<file path="config.mk">
export PLATFORM = sky130hd
export DESIGN_NAME = keypad_scan
export DESIGN_NICKNAME = d
export VERILOG_FILES = /design/src/rtl/calc_pkg.sv /design/src/rtl/scan_tick.sv /design/src/rtl/keypad_scan.sv
export SDC_FILE = /design/constraint.sdc
export NUM_CORES = 1
export LEC_CHECK = 0
export ABC_AREA = 1
export CORE_MARGIN = 2
export CORE_UTILIZATION = 40
export CTS_CLUSTER_SIZE = 20
export DETAILED_ROUTE_END_ITERATION = 16
export PLACE_DENSITY = 0.54
export SLEW_MARGIN = 15
export SYNTH_ARGS = -nofsm -noshare
export SYNTH_HDL_FRONTEND = slang
export SYNTH_HIERARCHICAL = 1
export SYNTH_SLANG_ARGS = --single-unit
</file>
<file path="constraint.sdc">
create_clock -name clock -period 2.9 [get_ports clock]
set_clock_uncertainty 0.2 [all_clocks]
set_input_delay 0.725 -clock clock [delete_from_list [all_inputs] [get_ports clock]]
set_output_delay 0.725 -clock clock [all_outputs]
set_load 0.01 [all_outputs]
</file>
<file path="src/rtl/calc_pkg.sv">
// Shared calculator definitions: key codes, keypad scanner state encoding,
// and helpers that map active-low row/column patterns to key codes.
package calc_pkg;

  localparam logic [3:0] KEY_A    = 4'hA;
  localparam logic [3:0] KEY_B    = 4'hB;
  localparam logic [3:0] KEY_C    = 4'hC;
  localparam logic [3:0] KEY_D    = 4'hD;
  localparam logic [3:0] KEY_STAR = 4'hE;
  localparam logic [3:0] KEY_HASH = 4'hF;

  localparam logic [3:0] ROW_IDLE = 4'b1111;

  typedef enum logic [1:0] {
    ST_SCAN       = 2'd0,
    ST_PRESS_DB   = 2'd1,
    ST_HELD       = 2'd2,
    ST_RELEASE_DB = 2'd3
  } scan_state_e;

  // True when exactly one bit of an active-low pattern is low.
  function automatic logic one_low(input logic [3:0] p);
    case (p)
      4'b1110, 4'b1101, 4'b1011, 4'b0111: return 1'b1;
      default:                            return 1'b0;
    endcase
  endfunction

  function automatic logic [1:0] low_index(input logic [3:0] p);
    case (p)
      4'b1101: return 2'd1;
      4'b1011: return 2'd2;
      4'b0111: return 2'd3;
      default: return 2'd0;
    endcase
  endfunction

  function automatic logic [3:0] key_code(input logic [1:0] r, input logic [1:0] c);
    logic [3:0] code;
    if (c == 2'd3) begin
      code = KEY_A + {2'b00, r};
    end else if (r == 2'd3) begin
      case (c)
        2'd0:    code = KEY_STAR;
        2'd1:    code = 4'h0;
        default: code = KEY_HASH;
      endcase
    end else begin
      code = ({2'b00, r} * 4'd3) + {2'b00, c} + 4'd1;
    end
    return code;
  endfunction

endpackage

</file>
<file path="src/rtl/scan_tick.sv">
// Free-running divider: tick is high for one cycle every DIV clocks.
module scan_tick #(
  parameter int DIV = 50000
) (
  input  logic clock,
  input  logic reset,
  output logic tick
);

  localparam int CW = (DIV > 1) ? $clog2(DIV) : 1;
  localparam logic [CW-1:0] LAST = CW'(DIV - 1);

  logic [CW-1:0] cnt;

  always_ff @(posedge clock or posedge reset) begin
    if (reset) begin
      cnt <= '0;
    end else if (cnt == LAST) begin
      cnt <= '0;
    end else begin
      cnt <= cnt + CW'(1);
    end
  end

  assign tick = (cnt == LAST);

endmodule

</file>
<file path="src/rtl/keypad_scan.sv">
// 4x4 active-low keypad scanner with debounce and key-code output.
// Optional auto-repeat is built when KEYPAD_REPEAT_EN is defined.
module keypad_scan
  import calc_pkg::*;
#(
  parameter int SCAN_DIV   = 50000,
  parameter int DEBOUNCE_N = 4
`ifdef KEYPAD_REPEAT_EN
  ,
  parameter int REPEAT_DLY = 100,
  parameter int REPEAT_PER = 25
`endif
) (
  input  logic        clock,
  input  logic        reset,
  input  logic [3:0]  row,
  output logic [3:0]  col,
  output logic [3:0]  value,
  output logic        valid,
  output logic        trig,
  output scan_state_e dbg_state
);

  // valid is a level, high while the debounced key is held; trig is a
  // one-cycle strobe per accepted key. There is no ready: the consumer
  // must take value in the cycle trig is high.

  localparam int CW = $clog2(DEBOUNCE_N + 1);
  localparam logic [CW-1:0] DB_LAST = CW'(DEBOUNCE_N - 1);

  logic          tick;
  logic [3:0]    row_m, row_s, cand;
  logic [CW-1:0] cnt;
  scan_state_e   state, next_state;
  logic          ld_cand, cnt_clr, cnt_inc, rotate, accept, rel_done, rpt_fire;
`ifdef KEYPAD_REPEAT_EN
  logic          rpt_tick;
`endif

  scan_tick #(.DIV(SCAN_DIV)) u_tick (
    .clock (clock),
    .reset (reset),
    .tick  (tick)
  );

  always_ff @(posedge clock or posedge reset) begin
    if (reset) begin
      row_m <= '0;
      row_s <= '0;
    end else begin
      row_m <= row;
      row_s <= row_m;
    end
  end

  always_ff @(posedge clock or posedge reset) begin
    if (reset) state <= ST_SCAN;
    else       state <= next_state;
  end

  always_comb begin
    next_state = state;
    if (tick) begin
      case (state)
        ST_SCAN:       if (one_low(row_s)) next_state = ST_PRESS_DB;
        ST_PRESS_DB:   if (row_s != cand) next_state = ST_SCAN;
                       else if (cnt == DB_LAST) next_state = ST_HELD;
        ST_HELD:       if (row_s == ROW_IDLE) next_state = ST_RELEASE_DB;
        ST_RELEASE_DB: if (row_s != ROW_IDLE) next_state = ST_HELD;
                       else if (cnt == DB_LAST) next_state = ST_SCAN;
        default:       next_state = ST_SCAN;
      endcase
    end
  end

  always_comb begin
    ld_cand  = 1'b0;
    cnt_clr  = 1'b0;
    cnt_inc  = 1'b0;
    rotate   = 1'b0;
    accept   = 1'b0;
    rel_done = 1'b0;
`ifdef KEYPAD_REPEAT_EN
    rpt_tick = 1'b0;
`endif
    if (tick) begin
      case (state)
        ST_SCAN: begin
          if (one_low(row_s)) begin
            ld_cand = 1'b1;
            cnt_clr = 1'b1;
          end else begin
            rotate = 1'b1;
          end
        end
        ST_PRESS_DB: begin
          if (row_s == cand) begin
            if (cnt == DB_LAST) accept  = 1'b1;
            else                cnt_inc = 1'b1;
          end
        end
        ST_HELD: begin
          if (row_s == ROW_IDLE) cnt_clr = 1'b1;
`ifdef KEYPAD_REPEAT_EN
          else rpt_tick = 1'b1;
`endif
        end
        ST_RELEASE_DB: begin
          if (row_s == ROW_IDLE) begin
            if (cnt == DB_LAST) rel_done = 1'b1;
            else                cnt_inc  = 1'b1;
          end
        end
        default: ;
      endcase
    end
  end

`ifdef KEYPAD_REPEAT_EN
  localparam int RMAX = (REPEAT_DLY > REPEAT_PER) ? REPEAT_DLY : REPEAT_PER;
  localparam int RW   = $clog2(RMAX + 1);
  localparam logic [RW-1:0] DLY_LAST = RW'(REPEAT_DLY - 1);
  localparam logic [RW-1:0] PER_LAST = RW'(REPEAT_PER - 1);

  logic [RW-1:0] rpt_cnt;
  logic          rpt_phase;

  assign rpt_fire = rpt_tick && (rpt_cnt == (rpt_phase ? PER_LAST : DLY_LAST));

  // Cleared only on a fresh press, so a release bounce keeps the repeat cadence.
  always_ff @(posedge clock or posedge reset) begin
    if (reset) begin
      rpt_cnt   <= '0;
      rpt_phase <= 1'b0;
    end else if (accept) begin
      rpt_cnt   <= '0;
      rpt_phase <= 1'b0;
    end else if (rpt_fire) begin
      rpt_cnt   <= '0;
      rpt_phase <= 1'b1;
    end else if (rpt_tick) begin
      rpt_cnt   <= rpt_cnt + RW'(1);
    end
  end
`else
  assign rpt_fire = 1'b0;
`endif

  always_ff @(posedge clock or posedge reset) begin
    if (reset) begin
      col   <= 4'b1110;
      cand  <= '0;
      cnt   <= '0;
      value <= '0;
      valid <= 1'b0;
      trig  <= 1'b0;
    end else begin
      trig <= accept | rpt_fire;
      if (rotate)  col  <= {col[2:0], col[3]};
      if (ld_cand) cand <= row_s;
      if (cnt_clr)      cnt <= '0;
      else if (cnt_inc) cnt <= cnt + CW'(1);
      // col is still frozen on the candidate column when the press is accepted.
      if (accept) begin
        value <= key_code(low_index(cand), low_index(col));
        valid <= 1'b1;
      end
      if (rel_done) valid <= 1'b0;
    end
  end

  assign dbg_state = state;

endmodule

</file>
==> results.cfg, run 1 <==
[outcome]
status = finished clean

[logic_synthesis]
yosys.area_share.simple_pct = 32.8
synth_seq_cells = 43
synth_cell_types = 31
syn_area_per_cell_sq_um = 7.65
synth_top_family_by_area = simple AND/OR/NAND/NOR gates
ys_seq_area_share_pct = 45.3
synth_edf_count = 0
synth_compound_area_share_pct = 6.08
synthTopCellsByArea = dfrtp_1, nand2_1, inv_1, nor2_1, ha_1
synth_mux_area_share_pct = 0
syn-num-nets = 327
synth-xor-area-share_pct = 2.20
yosysWarnings = 6
async_flop_share_pct = 100
synth_area_sq_um = 2390
netlist.area_leader.share_pct = 42.0
synthAdderAreaFrac_pct = 5.35
synth.largest_area_cell = dfrtp_1
synth_ff_type = dfrtp_1
syn_inst = 312

[floorplanning]
io_pins = 18
fp.dieH_microns = 81.2
fp-row-count = 28
dieArea_sq_um = 6600
initial_core_util_pct = 40.8
core_sq_um = 5850
die_width_microns = 81.2

[layout]
drive_gt1_share_pct = 9.73
stdcell_count = 414
final_cell_mix = nand2_1, inv_1, nor2_1, dfrtp_1, clkdlybuf4s50_1
final_common_cell = nand2_1
nets = 353
antenna_cells = 0
areaGrowthSynthToFinish_pct = 16.6

[min_path]
hold_class = flop to flop
worstHoldPathCells = 0

[worst_setup_path]
cp.arrival_ns = 2.54
crit_required_ns = 2.89
end_kind = flop
worstPathMaxFanout = 4
ff2ff_path_depth = 9
crit_type = flop to flop
cp-start-kind = flop

[placed_design]
numPlacedInstances = 406
dp_hpwl_mm = 3.34
globalplace.congestion = 0.789
port_buffers = 17

[route]
routed_wl_mm = 4.40
route.detailed.drc = 0
drtIter0Drc = 74
vias = 1893
routed_via_density = 4.57
drtPass1Iterations = 4
antenna_violating_nets_post_route = 0
wl_per_cell_microns = 10.6

[timing]
grt_setup_unrepaired = false
finalSetupViolCount = 0
worst_pin_slew_ns = 0.628
fin_crit_ns = 2.55
drv_slew = 0
hold_violations = 0
clock.fmax_mhz = 392
setup_tns_ns = 0
slew_headroom_pct = 58.1
timing.final.crit_share_pct = 87.9

[grt]
grt_max_degree = 28
globalRouteOverflowTotal = 0
grt_antenna_before_repair = 0
grt_pass1_vias = 1850
grt_use_total_pct = 15.7
grt_pass1_wl_mm = 8.06

[pwr]
power.density_nw_per_um2 = 406
p_leak_uw = 0.00143
ir_worst_vdd_mv = 0.324

[clocking]
post_cts_buffers = 0
cts_tree = done
cts_inserted_buffers = 5
clkLatencyLatePin_ns = 0.30
h-tree-depth = 2
ctsHoldBuffers = 0
cts.clk_slew.worst_paths_ns = 0.09
cts_resized = 0
cts_sinks = 43
clockRootBuffer = clkbuf_8
clockBufferDepth = 2

[run]
drv_cap = 0
[worst max-delay path, stage by stage (launching register included)]
cell      delay [ns]
dfstp_2         0.56
nand2_1         0.08
nand3b_1        0.21
fa_1            0.52
inv_1           0.06
fa_1            0.44
inv_1           0.06
nor2_1          0.03
o21ai_0         0.21
o21ai_2         0.08
[final cells by class]
| cell class | instances | area, sq um |
|---|---|---|
| tap | 75 | 93.8 |
| timing repair buffer | 19 | 185 |
| inverter | 52 | 198 |
| fill | 582 | 3070 |
| clock inverter | 2 | 35.0 |
| clock buffer | 6 | 82.6 |
| multi-input combinational | 217 | 1110 |
| sequential | 43 | 1080 |
[Yosys cell counts, types with 4 or more instances]
library cell,number
nand3_1,14
o21ai_0,11
nand2_1,98
xor2_1,5
dfrtp_1,40
ha_1,7
nand4_1,4
inv_1,47
a21oi_1,6
nand2_2,4
inv_2,4
nor2_1,42
[cell families after synthesis]
logic type	Yosys count
simple gates	176
buf+inv	52
xor+xnor	6
fa+ha+maj	9
compound gates	26
flops	43
[sequential cells by signal, indices dropped and copies added, names as in the netlist]
signal,count
value,4
row_m,4
dbg_state,2
cnt,3
cand,4
col,4
row_s,4
trig,1
u_tick/cnt,16
valid,1
[power by group]
part	internal, uW	total [uW]	leakage, uW	switching [uW]
combinational	12.2	35.5	0.000810	23.4
sequential	605	608	0.000557	3.26
clock	279	485	0.0000612	206
total	896	1130	0.00143	233
[metal layers]
layer	wire length (microns)	part of all wire [%]	track usage, %
met5	0	0	0
met4	56	1.3	5.08
met3	111	2.5	3.44
met2	2090	48	26.9
met1	2140	49	19.7
[worst paths after layout]
| path | from | endpoint | slack (ns) |
|---|---|---|---|
| min in group asynchronous | reset | dbg_state[1] | 0.61 |
| setup reg to reg | col[1] | value[1] | 0.35 |
| hold reg to reg | row_m[2] | row_s[2] | 0.15 |
| setup / recovery | col[1] | value[1] | 0.35 |
| max in group asynchronous | reset | u_tick/cnt[13] | 1.46 |
| hold / removal | row_m[2] | row_s[2] | 0.15 |
[through the flow]
step / area (sq um) / worst slack (ns) / utilization (%) / total power [uW] / hold slack, ns
detailed placement: 2670 / 0.334 / 45.6 / 657 / 0.137
CTS: 2780 / 0.325 / 47.6 / 1150 / 0.157
floorplan: 2390 / 0.304 / - / 642 / 0.131
global route: 2780 / 0.145 / 47.6 / 1180 / 0.163
global placement: 2670 / 0.372 / 45.6 / 657 / 0.134
finish: 2780 / 0.350 / 47.6 / 1130 / 0.153
Power figures use the tool's default switching activity.
==> run 2, diff against run 1 <==
--- a/config.mk
+++ b/config.mk
@@ -7,10 +7,11 @@
 export LEC_CHECK = 0
 export ABC_AREA = 1
 export CORE_MARGIN = 2
-export CORE_UTILIZATION = 40
+export CORE_UTILIZATION = 25
 export CTS_CLUSTER_SIZE = 20
 export DETAILED_ROUTE_END_ITERATION = 16
-export PLACE_DENSITY = 0.54
+export DONT_BUFFER_PORTS = 1
+export PLACE_DENSITY = 0.34
 export SLEW_MARGIN = 15
 export SYNTH_ARGS = -nofsm -noshare
 export SYNTH_HDL_FRONTEND = slang
==> constraint.sdc (replaced) <==
create_clock -name clock -period 2.9 [get_ports clock]
set_clock_uncertainty 0.2 [all_clocks]
set_input_delay 0.725 -clock clock [delete_from_list [all_inputs] [get_ports clock]]
set_output_delay 0.725 -clock clock [all_outputs]
set_load 0.1 [all_outputs]
==> run 2 against run 1 <==
Design area shrank 0.94%. Global-route usage down 5.2 points. Worst hold slack improved by 0.0013 ns. Combinational power down 17%. Clock power is essentially flat. Critical path type unchanged. Largest cell class unchanged.
==> results.cfg, run 2 (synthesized netlist as in run 1, its figures left out) <==
[outcome]
status = finished clean

[layout]
stdcell_count = 461
fin_util_pct = 29.8
drive_gt1_share_pct = 13.3
nFillCells = 1003
final_cell_mix = nand2_1, inv_1, nor2_1, dfrtp_1, nand3_1
largest-register = u_tick/cnt
final_common_cell = nand2_1
nets = 346
areaGrowthSynthToFinish_pct = 15.5
antenna_cells = 0
largest_reg_flops = 16

[worst_setup_path]
cp_slowest_stage_delay_ns = 0.53
crit_slowest_cell = fa_1
crit_buf_inv = 2
crit_required_ns = 2.88
end_kind = flop
crit_type = flop to flop
cp.arrival_ns = 2.61
path_delay_family = adder cells
worstPathMaxFanout = 5
cp-start-kind = flop
path_cells = nand2_1 > nand3_1 > a21oi_1 > inv_1 > fa_1 > inv_1 > fa_1 > xnor2_1 > nor2_1 > o22ai_1 > o21ai_1

[floorplanning]
core_sq_um = 9240
fp.dieH_microns = 102
die_width_microns = 102
initial_core_util_pct = 25.8
io_pins = 18
dieArea_sq_um = 10300
fp-row-count = 35

[timing]
setup_ws_ns = 0.267
hold_violations = 0
setup_tns_ns = 0
grt_setup_unrepaired = false
fin_crit_ns = 2.63
finalSetupViolCount = 0
worst_pin_slew_ns = 0.906
timing.final.crit_share_pct = 90.8
drv_slew = 0
clock.fmax_mhz = 380
hold_slack_ns = 0.154
slew_headroom_pct = 39.6

[grt]
grt_antenna_before_repair = 0
grt_use_total_pct = 10.5
grt_max_degree = 17
globalRouteOverflowTotal = 0
grt_pass1_wl_mm = 8.54
grt_pass1_vias = 1820

[clocking]
clockRootBuffer = clkbuf_8
cts_tree = done
cts_resized = 0
h-tree-depth = 2
post_cts_buffers = 0
clkLatencyLatePin_ns = 0.29
cts_sinks = 43
cts.clk_slew.worst_paths_ns = 0.09
cts_inserted_buffers = 5
clockBufferDepth = 2
ctsHoldBuffers = 0

[route]
top_layer_used = met4
wl_met1_mm = 2.46
wl_per_cell_microns = 10.7
route.detailed.drc = 0
antenna_violating_nets_post_route = 0
drtIter0Drc = 50
wl_met2_mm = 2.27
routed_via_density = 4.05
drtPass1Iterations = 4
vias = 1866
routed_wl_mm = 4.93
dr_wl_met3_microns = 167

[pwr]
ir_worst_vdd_mv = 0.143
power.density_nw_per_um2 = 408
p_leak_uw = 0.00142

[placed_design]
globalplace.congestion = 0.742
port_buffers = 0
post-place-ws_ns = 0.280
numPlacedInstances = 453
dp_hpwl_mm = 3.82

[run]
drv_cap = 0

[min_path]
hold_class = flop to flop
run 2: power breakdown:
| group | switching (uW) | total, uW | internal (uW) |
|---|---|---|---|
| registers | 3.34 | 608 | 605 |
| logic | 23.1 | 29.5 | 6.39 |
| clock network | 209 | 488 | 279 |
run 2: stage by stage:
step	power (uW)	instance area, sq um
2_1_floorplan	642	2390
3_3_place_gp	652	2640
3_5_place_dp	652	2640
4_1_cts	1160	2760
5_1_grt	1190	2760
6_report	1130	2760
run 2: area by class of cell:
class	count	area [sq um]	share of cell area, %
Timing Repair Buffer	12	90.1	3.27
Clock buffer	6	82.6	3.00
Multi-Input combinational cell	217	1110	40.2
Inverter	52	198	7.17
Clock inverter	2	35.0	1.27
Tap cell	129	161	5.86
Sequential cell	43	1080	39.2
run 2: worst register-to-register path, cell delays in order (launching register included):
cell     delay [ns]
dfrtp_1        0.44
nand2_1        0.09
nand3_1        0.06
a21oi_1        0.19
inv_1          0.09
fa_1           0.53
inv_1          0.06
fa_1           0.41
xnor2_1        0.17
nor2_1         0.06
o22ai_1        0.14
o21ai_1        0.08
run 2: final timing paths:
| path | end | start | slack, ns | depth (start not counted) |
|---|---|---|---|---|
| setup / recovery | value[2] | cand[2] | 0.27 | 11 |
| hold / removal | row_s[2] | row_m[2] | 0.15 | 0 |
| setup reg to reg | value[2] | cand[2] | 0.27 | 11 |
| hold reg to reg | row_s[2] | row_m[2] | 0.15 | 0 |
| max in group asynchronous | row_m[2] | reset | 1.68 | 2 |
| min in group asynchronous | u_tick/cnt[1] | reset | 0.20 | 1 |
run 2: routing by layer:
metal	track usage, %	vias to the layer above
li1	-	1004
met1	14.0	837
met2	17.1	23
met3	2.42	2
met4	2.81	0
met5	0	-
